File: src/rtl/ppu_pkg.sv
// Shared video-bus definitions: PPU modes, region bounds, OAM DMA constants
// and the address-decode helpers used by the arbiter and the DMA engine.
package ppu_pkg;

    typedef enum logic [1:0] {
        H_BLANK = 2'd0,
        V_BLANK = 2'd1,
        SCAN    = 2'd2,
        DRAW    = 2'd3
    } PPU_STATES_t;

    // Which requester's read is in flight on the video bus.
    typedef enum logic [1:0] {
        TAG_NONE = 2'd0,
        TAG_CPU  = 2'd1,
        TAG_PPU  = 2'd2
    } rd_tag_t;

    localparam logic [15:0] VRAM_BASE    = 16'h8000;
    localparam logic [15:0] VRAM_END     = 16'h9FFF;
    localparam logic [15:0] OAM_BASE     = 16'hFE00;
    localparam logic [15:0] OAM_END      = 16'hFE9F;
    localparam logic [15:0] DMA_REG_ADDR = 16'hFF46;
    localparam int unsigned DMA_LEN      = 160;

    function automatic logic in_vram(input logic [15:0] addr);
        return (addr >= VRAM_BASE) && (addr <= VRAM_END);
    endfunction

    function automatic logic in_oam(input logic [15:0] addr);
        return (addr >= OAM_BASE) && (addr <= OAM_END);
    endfunction

    function automatic logic vram_page(input logic [7:0] hi);
        return (hi >= VRAM_BASE[15:8]) && (hi <= VRAM_END[15:8]);
    endfunction

endpackage

File: src/rtl/oam_dma_engine.sv
// OAM DMA sequencer: alternates READ/WRITE for DMA_LEN bytes from {src_hi, idx}
// to OAM_BASE+idx. A trigger restarts the copy from idx 0 in any state.
module oam_dma_engine #(
    parameter int unsigned DMA_LEN  = ppu_pkg::DMA_LEN,
    parameter logic [15:0] OAM_BASE = ppu_pkg::OAM_BASE
) (
    input  logic        clk,
    input  logic        rst,
    input  logic        trig,
    input  logic [7:0]  trig_hi,
    input  logic [7:0]  vram_data,
    input  logic [7:0]  sys_data,
    output logic        active,
    output logic        vram_rd,
    output logic        sys_rd,
    output logic [15:0] src_addr,
    output logic        oam_wr,
    output logic [15:0] oam_addr,
    output logic [7:0]  oam_wdata
);
    import ppu_pkg::*;

    localparam logic [1:0] ST_IDLE  = 2'd0;
    localparam logic [1:0] ST_READ  = 2'd1;
    localparam logic [1:0] ST_WRITE = 2'd2;
    localparam logic [7:0] LAST_IDX = 8'(DMA_LEN - 1);

    logic [1:0] state_q, state_d;
    logic [7:0] src_hi_q, src_hi_d;
    logic [7:0] idx_q, idx_d;
    logic       src_vram;

    assign src_vram = vram_page(src_hi_q);

    always_comb begin
        state_d  = state_q;
        src_hi_d = src_hi_q;
        idx_d    = idx_q;
        case (state_q)
            ST_READ:  state_d = ST_WRITE;
            ST_WRITE: begin
                if (idx_q == LAST_IDX) begin
                    state_d = ST_IDLE;
                    idx_d   = '0;
                end else begin
                    state_d = ST_READ;
                    idx_d   = idx_q + 8'd1;
                end
            end
            default:  state_d = ST_IDLE;
        endcase
        // A trigger wins over whatever the sequencer was about to do.
        if (trig) begin
            state_d  = ST_READ;
            src_hi_d = trig_hi;
            idx_d    = '0;
        end
    end

    always_ff @(posedge clk) begin
        if (rst) begin
            state_q  <= ST_IDLE;
            src_hi_q <= '0;
            idx_q    <= '0;
        end else begin
            state_q  <= state_d;
            src_hi_q <= src_hi_d;
            idx_q    <= idx_d;
        end
    end

    always_comb begin
        active    = (state_q != ST_IDLE);
        vram_rd   = (state_q == ST_READ) && src_vram;
        sys_rd    = (state_q == ST_READ) && !src_vram;
        src_addr  = (state_q == ST_READ) ? {src_hi_q, idx_q} : '0;
        oam_wr    = (state_q == ST_WRITE);
        oam_addr  = oam_wr ? (OAM_BASE + {8'h00, idx_q}) : '0;
        oam_wdata = '0;
        if (oam_wr) begin
            oam_wdata = src_vram ? vram_data : sys_data;
        end
    end

endmodule

File: src/rtl/vram_oam_arbiter.sv
// Single-port video bus arbiter (DMA > PPU > CPU) with OAM DMA via FF46.
// Build macro: OAM_DMA_EN enables the DMA engine; without it FF46 is ignored.
module vram_oam_arbiter #(
    parameter int unsigned DMA_LEN  = 160,
    parameter logic [15:0] OAM_BASE = 16'hFE00
) (
    input  logic        clk,
    input  logic        rst,
    input  logic        lcd_en,
    input  logic [1:0]  ppu_mode,
    input  logic [15:0] cpu_addr,
    input  logic        cpu_rd,
    input  logic        cpu_wr,
    input  logic [7:0]  cpu_wdata,
    output logic [7:0]  cpu_rdata,
    input  logic        ppu_rd,
    input  logic [15:0] ppu_addr,
    output logic [7:0]  ppu_rdata,
    output logic [15:0] mem_addr,
    output logic        mem_rd,
    output logic        mem_wr,
    output logic [7:0]  mem_wdata,
    input  logic [7:0]  mem_rdata,
    output logic [15:0] dma_src_addr,
    output logic        dma_src_rd,
    input  logic [7:0]  dma_src_data,
    output logic        dma_active
);
    import ppu_pkg::*;

    PPU_STATES_t mode;
    logic        ppu_owns_vram, ppu_owns_oam;
    logic        dma_trig, dma_act;
    logic        dma_vram_rd, dma_sys_rd, dma_oam_wr;
    logic [15:0] dma_src_a, dma_oam_a;
    logic [7:0]  dma_wdata;
    logic        dma_bus, ppu_grant, cpu_grant;
    rd_tag_t     tag_q, tag_d;

    // With the feature compiled out the engine never leaves IDLE, so every
    // DMA output is constant zero and arbitration reduces to PPU > CPU.
`ifdef OAM_DMA_EN
    assign dma_trig = cpu_wr && (cpu_addr == DMA_REG_ADDR);
`else
    assign dma_trig = 1'b0;
`endif

    oam_dma_engine #(
        .DMA_LEN  (DMA_LEN),
        .OAM_BASE (OAM_BASE)
    ) u_dma (
        .clk       (clk),
        .rst       (rst),
        .trig      (dma_trig),
        .trig_hi   (cpu_wdata),
        .vram_data (mem_rdata),
        .sys_data  (dma_src_data),
        .active    (dma_act),
        .vram_rd   (dma_vram_rd),
        .sys_rd    (dma_sys_rd),
        .src_addr  (dma_src_a),
        .oam_wr    (dma_oam_wr),
        .oam_addr  (dma_oam_a),
        .oam_wdata (dma_wdata)
    );

    assign mode          = PPU_STATES_t'(ppu_mode);
    assign ppu_owns_vram = lcd_en && (mode == DRAW);
    assign ppu_owns_oam  = lcd_en && ((mode == SCAN) || (mode == DRAW));
    assign dma_active    = dma_act;
    assign dma_src_rd    = dma_sys_rd && !rst;
    assign dma_src_addr  = dma_src_rd ? dma_src_a : '0;

    always_comb begin
        dma_bus   = !rst && (dma_vram_rd || dma_oam_wr);
        ppu_grant = !rst && ppu_rd && !dma_bus &&
                    ((in_vram(ppu_addr) && ppu_owns_vram) ||
                     (in_oam(ppu_addr) && ppu_owns_oam && !dma_act));
        cpu_grant = !rst && (cpu_rd || cpu_wr) && !dma_bus && !ppu_grant &&
                    ((in_vram(cpu_addr) && !ppu_owns_vram) ||
                     (in_oam(cpu_addr) && !ppu_owns_oam && !dma_act));

        mem_addr  = '0;
        mem_rd    = 1'b0;
        mem_wr    = 1'b0;
        mem_wdata = '0;
        tag_d     = TAG_NONE;
        if (dma_bus && dma_oam_wr) begin
            mem_addr  = dma_oam_a;
            mem_wr    = 1'b1;
            mem_wdata = dma_wdata;
        end else if (dma_bus) begin
            mem_addr = dma_src_a;
            mem_rd   = 1'b1;
        end else if (ppu_grant) begin
            mem_addr = ppu_addr;
            mem_rd   = 1'b1;
            tag_d    = TAG_PPU;
        end else if (cpu_grant) begin
            mem_addr = cpu_addr;
            if (cpu_wr) begin
                mem_wr    = 1'b1;
                mem_wdata = cpu_wdata;
            end else begin
                mem_rd = 1'b1;
                tag_d  = TAG_CPU;
            end
        end
    end

    always_ff @(posedge clk) begin
        if (rst) begin
            tag_q <= TAG_NONE;
        end else begin
            tag_q <= tag_d;
        end
    end

    assign cpu_rdata = (tag_q == TAG_CPU) ? mem_rdata : 8'hFF;
    assign ppu_rdata = (tag_q == TAG_PPU) ? mem_rdata : 8'hFF;

endmodule

File: config.mk
export PLATFORM = sky130hd
export DESIGN_NAME = vram_oam_arbiter
export DESIGN_NICKNAME = d
export VERILOG_FILES = /design/src/rtl/ppu_pkg.sv /design/src/rtl/oam_dma_engine.sv /design/src/rtl/vram_oam_arbiter.sv
export SDC_FILE = /design/constraint.sdc
export NUM_CORES = 1
export LEC_CHECK = 0
export BUFFER_PORTS_ARGS = -buffer_cell sky130_fd_sc_hd__buf_2
export CAP_MARGIN = 20
export CORE_MARGIN = 2
export CORE_UTILIZATION = 33
export CTS_BUF_LIST = sky130_fd_sc_hd__clkbuf_16
export DETAILED_ROUTE_END_ITERATION = 10
export GPL_ROUTABILITY_DRIVEN = 0
export MAX_ROUTING_LAYER = met4
export PLACE_DENSITY = 0.78
export SLEW_MARGIN = 15
export SYNTH_ARGS = -nofsm -noshare
export SYNTH_HDL_FRONTEND = slang
export SYNTH_SLANG_ARGS = --single-unit
File: constraint.sdc
create_clock -name clk -period 2.25 [get_ports clk]
set_clock_uncertainty 0.05 [all_clocks]
set_input_delay 0.225 -clock clk [delete_from_list [all_inputs] [get_ports clk]]
set_output_delay 0.225 -clock clk [all_outputs]
set_load 0.03 [all_outputs]
==> summary.md <==
| Metric | Value |
|---|---|
| Cts bufs inserted | `3` |
| CTS tree | `done` |
| Starting Density | `34.2%` |
| Setup WS pre-CTS | `-360 ps` |
| Fill cells | `331` |
| Rel. slew slack | `64.3%` |
| CP required | `1980 ps` |
| Cell variety after synth | `41` |
| Post-route DRC | `0` |
| Core region area | `3630 µm²` |
| RSZ-0062 raised after global routing | `yes` |
| Largest family of logic cells by synthesized area | `simple AND/OR/NAND/NOR gates` |
| Crit path arrival time | `2420 ps` |
| Placement Cell Area | `2110 µm²` |
| Synth Area in Compound Gates | `29.7%` |
| WS Path Type | `flip-flop to output port` |
| ANT cells | `0` |
| Initial antenna violation count | `0` |
| Worst min-delay path startpoint | `cpu_wr` |
| Clock Tree Buf Depth | `2` |
| P per Cell Area | `303 nW/µm²` |
| Proportion of synthesized area in mux cells | `0%` |
| Slew @ Worst Pin | `532 ps` |
| Final worst setup slack | `-444 ps` |
| Final min period | `2690 ps` |
| Layout Area Growth over Synthesis | `88.9%` |
| Fin nets | `369` |
| Synth Area in Simple Gates | `38.7%` |
| WHS | `156 ps` |
| Violated checks | `setup timing` |
| DR vias/cell | `4.93` |
| Synthesized area per cell | `7.30 µm²` |
| Maximum vdd ir drop | `0.000499 V` |
| Die W | `65.3 µm` |
| Top cell type's share of synthesized area | `19.4%` |
| Sequential area share after synthesis | `19.4%` |
| Row cnt | `22` |
| Die Area | `4270 µm²` |
| Pin count of the biggest net entering global routing | `24` |
| Clock slew at reported path FFs | `40 ps` |
| Leakage power | `1.10 nW` |
| Worst setup SP type | `flip-flop` |
| Grt ovf | `0` |
| Crit path max fanout | `9` |
| Share of layout cells above drive strength 1 | `55.4%` |
| Slew Limit Fails | `0` |
| Overall power | `0.711 mW` |
| Period Utilization, post-route | `120%` |
| Register bit total from synthesis | `12` |
| HP Class | `primary input to flip-flop` |
| Final WL | `4590 µm` |
| I/O pin cnt | `124` |
| Total GRT Usage | `21.1%` |
| Vias in the first global route | `1565` |
| Crit path capture type | `output port` |
| First-pass GRT wire length | `7010 µm` |
| Hold buffer count at CTS | `0` |
| Synthesized instance count | `170` |
| Initial DRC Count | `54` |
| Cell area after layout | `2340 µm²` |
| Final setup fails | `26` |
| Fin. Hold Viols | `0` |
| Die height | `65.3 µm` |
| Worst R2R Start | `u_dma.state_q[1]$_SDFF_PP0_` |
| Root buffer cell | `clkbuf_16` |
| Worst skew pair latency | `240 ps` |
| DRT antenna net count | `0` |
| CTS Sinks | `12` |
| Average routed wire per standard cell | `13.1 µm` |
| Critical path startpoint | `u_dma.state_q[1]$_SDFF_PP0_` |
| H-tree depth | `1` |
| DPL Wire Length | `3700 µm` |
| Synth Warn # | `0` |
| Top cells by area, synth | `dfxtp_1 19%, nand2b_1 9.1%, a22o_1 7.1%, o21ai_0 6.0%, and2_1 5.5%` |
| Post-synthesis cell area | `1240 µm²` |
| Maximum clock frequency | `371 MHz` |
| Adder-Cell Fraction of Synth Area | `1.01%` |
| Max cap viols | `0` |
| Drt first pass iters | `4` |
| Post-synthesis xor/xnor area fraction | `1.41%` |
| Outcome | `complete, but fails checks` |
| Yosys top cell by area | `dfxtp_1` |
| Port Buffer Count | `115` |
| Via count | `1729` |
[sequential cells by signal (all words and copies together) (netlist names)]
register and flops:
u_dma.state_q 2, tag_q 2, u_dma.idx_q 8
[where the power goes]
group	total [mW]	internal, mW	leakage, nW	switching, mW
Combinational	0.168	0.0787	0.968	0.0893
Clock	0.329	0.234	0.0385	0.0948
Sequential	0.214	0.214	0.0971	0.000114
[cell usage after synthesis]
cell,number
nand2b_1,18
nand2_1,15
o21ai_0,15
dfxtp_1,12
and2_1,11
nor2_1,11
a22o_1,10
buf_4,9
a21oi_1,6
a221o_1,6
a22oi_1,5
clkbuf_1,5
nand3_1,5
inv_1,4
a31oi_1,3
nand4_1,3
nor2b_1,3
nor3_1,3
nand4b_1,2
nor3b_1,2
nor4b_1,2
a2111oi_4,1
a211o_1,1
a21boi_0,1
and3_1,1
and4b_1,1
buf_2,1
buf_6,1
conb_1,1
ha_1,1
nor2_4,1
nor4_1,1
o21bai_1,1
o221ai_1,1
or2_1,1
or2_2,1
or2b_1,1
or3_1,1
or4b_4,1
xnor2_1,1
xor2_1,1
[final timing paths]
| kind | cells past startpoint | slack (ps) | end |
|---|---|---|---|
| min reg2reg | 2 | 500 | u_dma.idx_q[1]$_SDFFE_PP0P_ |
| max reg2reg | 7 | 110 | tag_q[0]$_SDFF_PP0_ |
| max | 7 | -440 | mem_addr[12] |
| min | 2 | 160 | tag_q[0]$_SDFF_PP0_ |
[cells by family (layout without fill, tap and decap cells)]
family,after synthesis,count (layout)
adders and majority gates,1,1
DFF,12,12
and+or+nand+nor,84,84
other,1,8
buffers and inverters,20,146
AOI/OAI and AO/OA,50,50
xor gates and xnor gates,2,2
[through the flow]
stage	TNS [ps]	utilization [%]	instances
after CTS	-9760	64.5	351
after floorplan	-2880	-	177
after global placement	-4940	58.2	345
after detailed placement	-6150	58.2	345
final	-10090	64.5	351
after global routing	-12370	64.5	351
[per-layer routing]
metal  GRT usage [%]  wire length, µm
met4            3.39               14
met5               -                0
met2            38.1             2420
met3            4.62              351
met1            24.2             1800
[worst max-delay path, cell delays in order (launching register included)]
cell       delay, ps
dfxtp_2          310
or2_4            250
or4b_4           550
a2111oi_4        310
buf_6            200
nor2_4            70
a221o_2          340
buf_6            140
[repair_timing]
item | CTS | global route
endpoints found under the setup margin | 26 | 26
pin swaps | 4 | 0
buffers inserted | 2 | 0
resized for setup | 45 | 0
[cell usage in the layout, fill, tap and decap left out, drive strengths merged, types with 3 or more instances in the layout]
| cell | instances |
|---|---|
| nand3 | 5 |
| and2 | 11 |
| a221o | 6 |
| inv | 4 |
| nor2b | 3 |
| clkbuf | 3 |
| a21oi | 6 |
| a22oi | 5 |
| a31oi | 3 |
| nand2b | 18 |
| nor2 | 12 |
| nor3 | 3 |
| conb | 8 |
| buf | 138 |
| o21ai | 15 |
| dfxtp | 12 |
| a22o | 10 |
| nand4 | 3 |
| nand2 | 15 |
[final cells by class]
cell class	count	area, µm²	area share [%]
well taps	48	60.1	2.56
multi-input cells	145	1050	44.7
flip-flops and latches	12	241	10.3
clock inverters	1	3.75	0.160
repair buffers	138	902	38.5
clock buffers	3	75.1	3.20
inverters	4	15.0	0.640
Power figures use the tool's default switching activity.
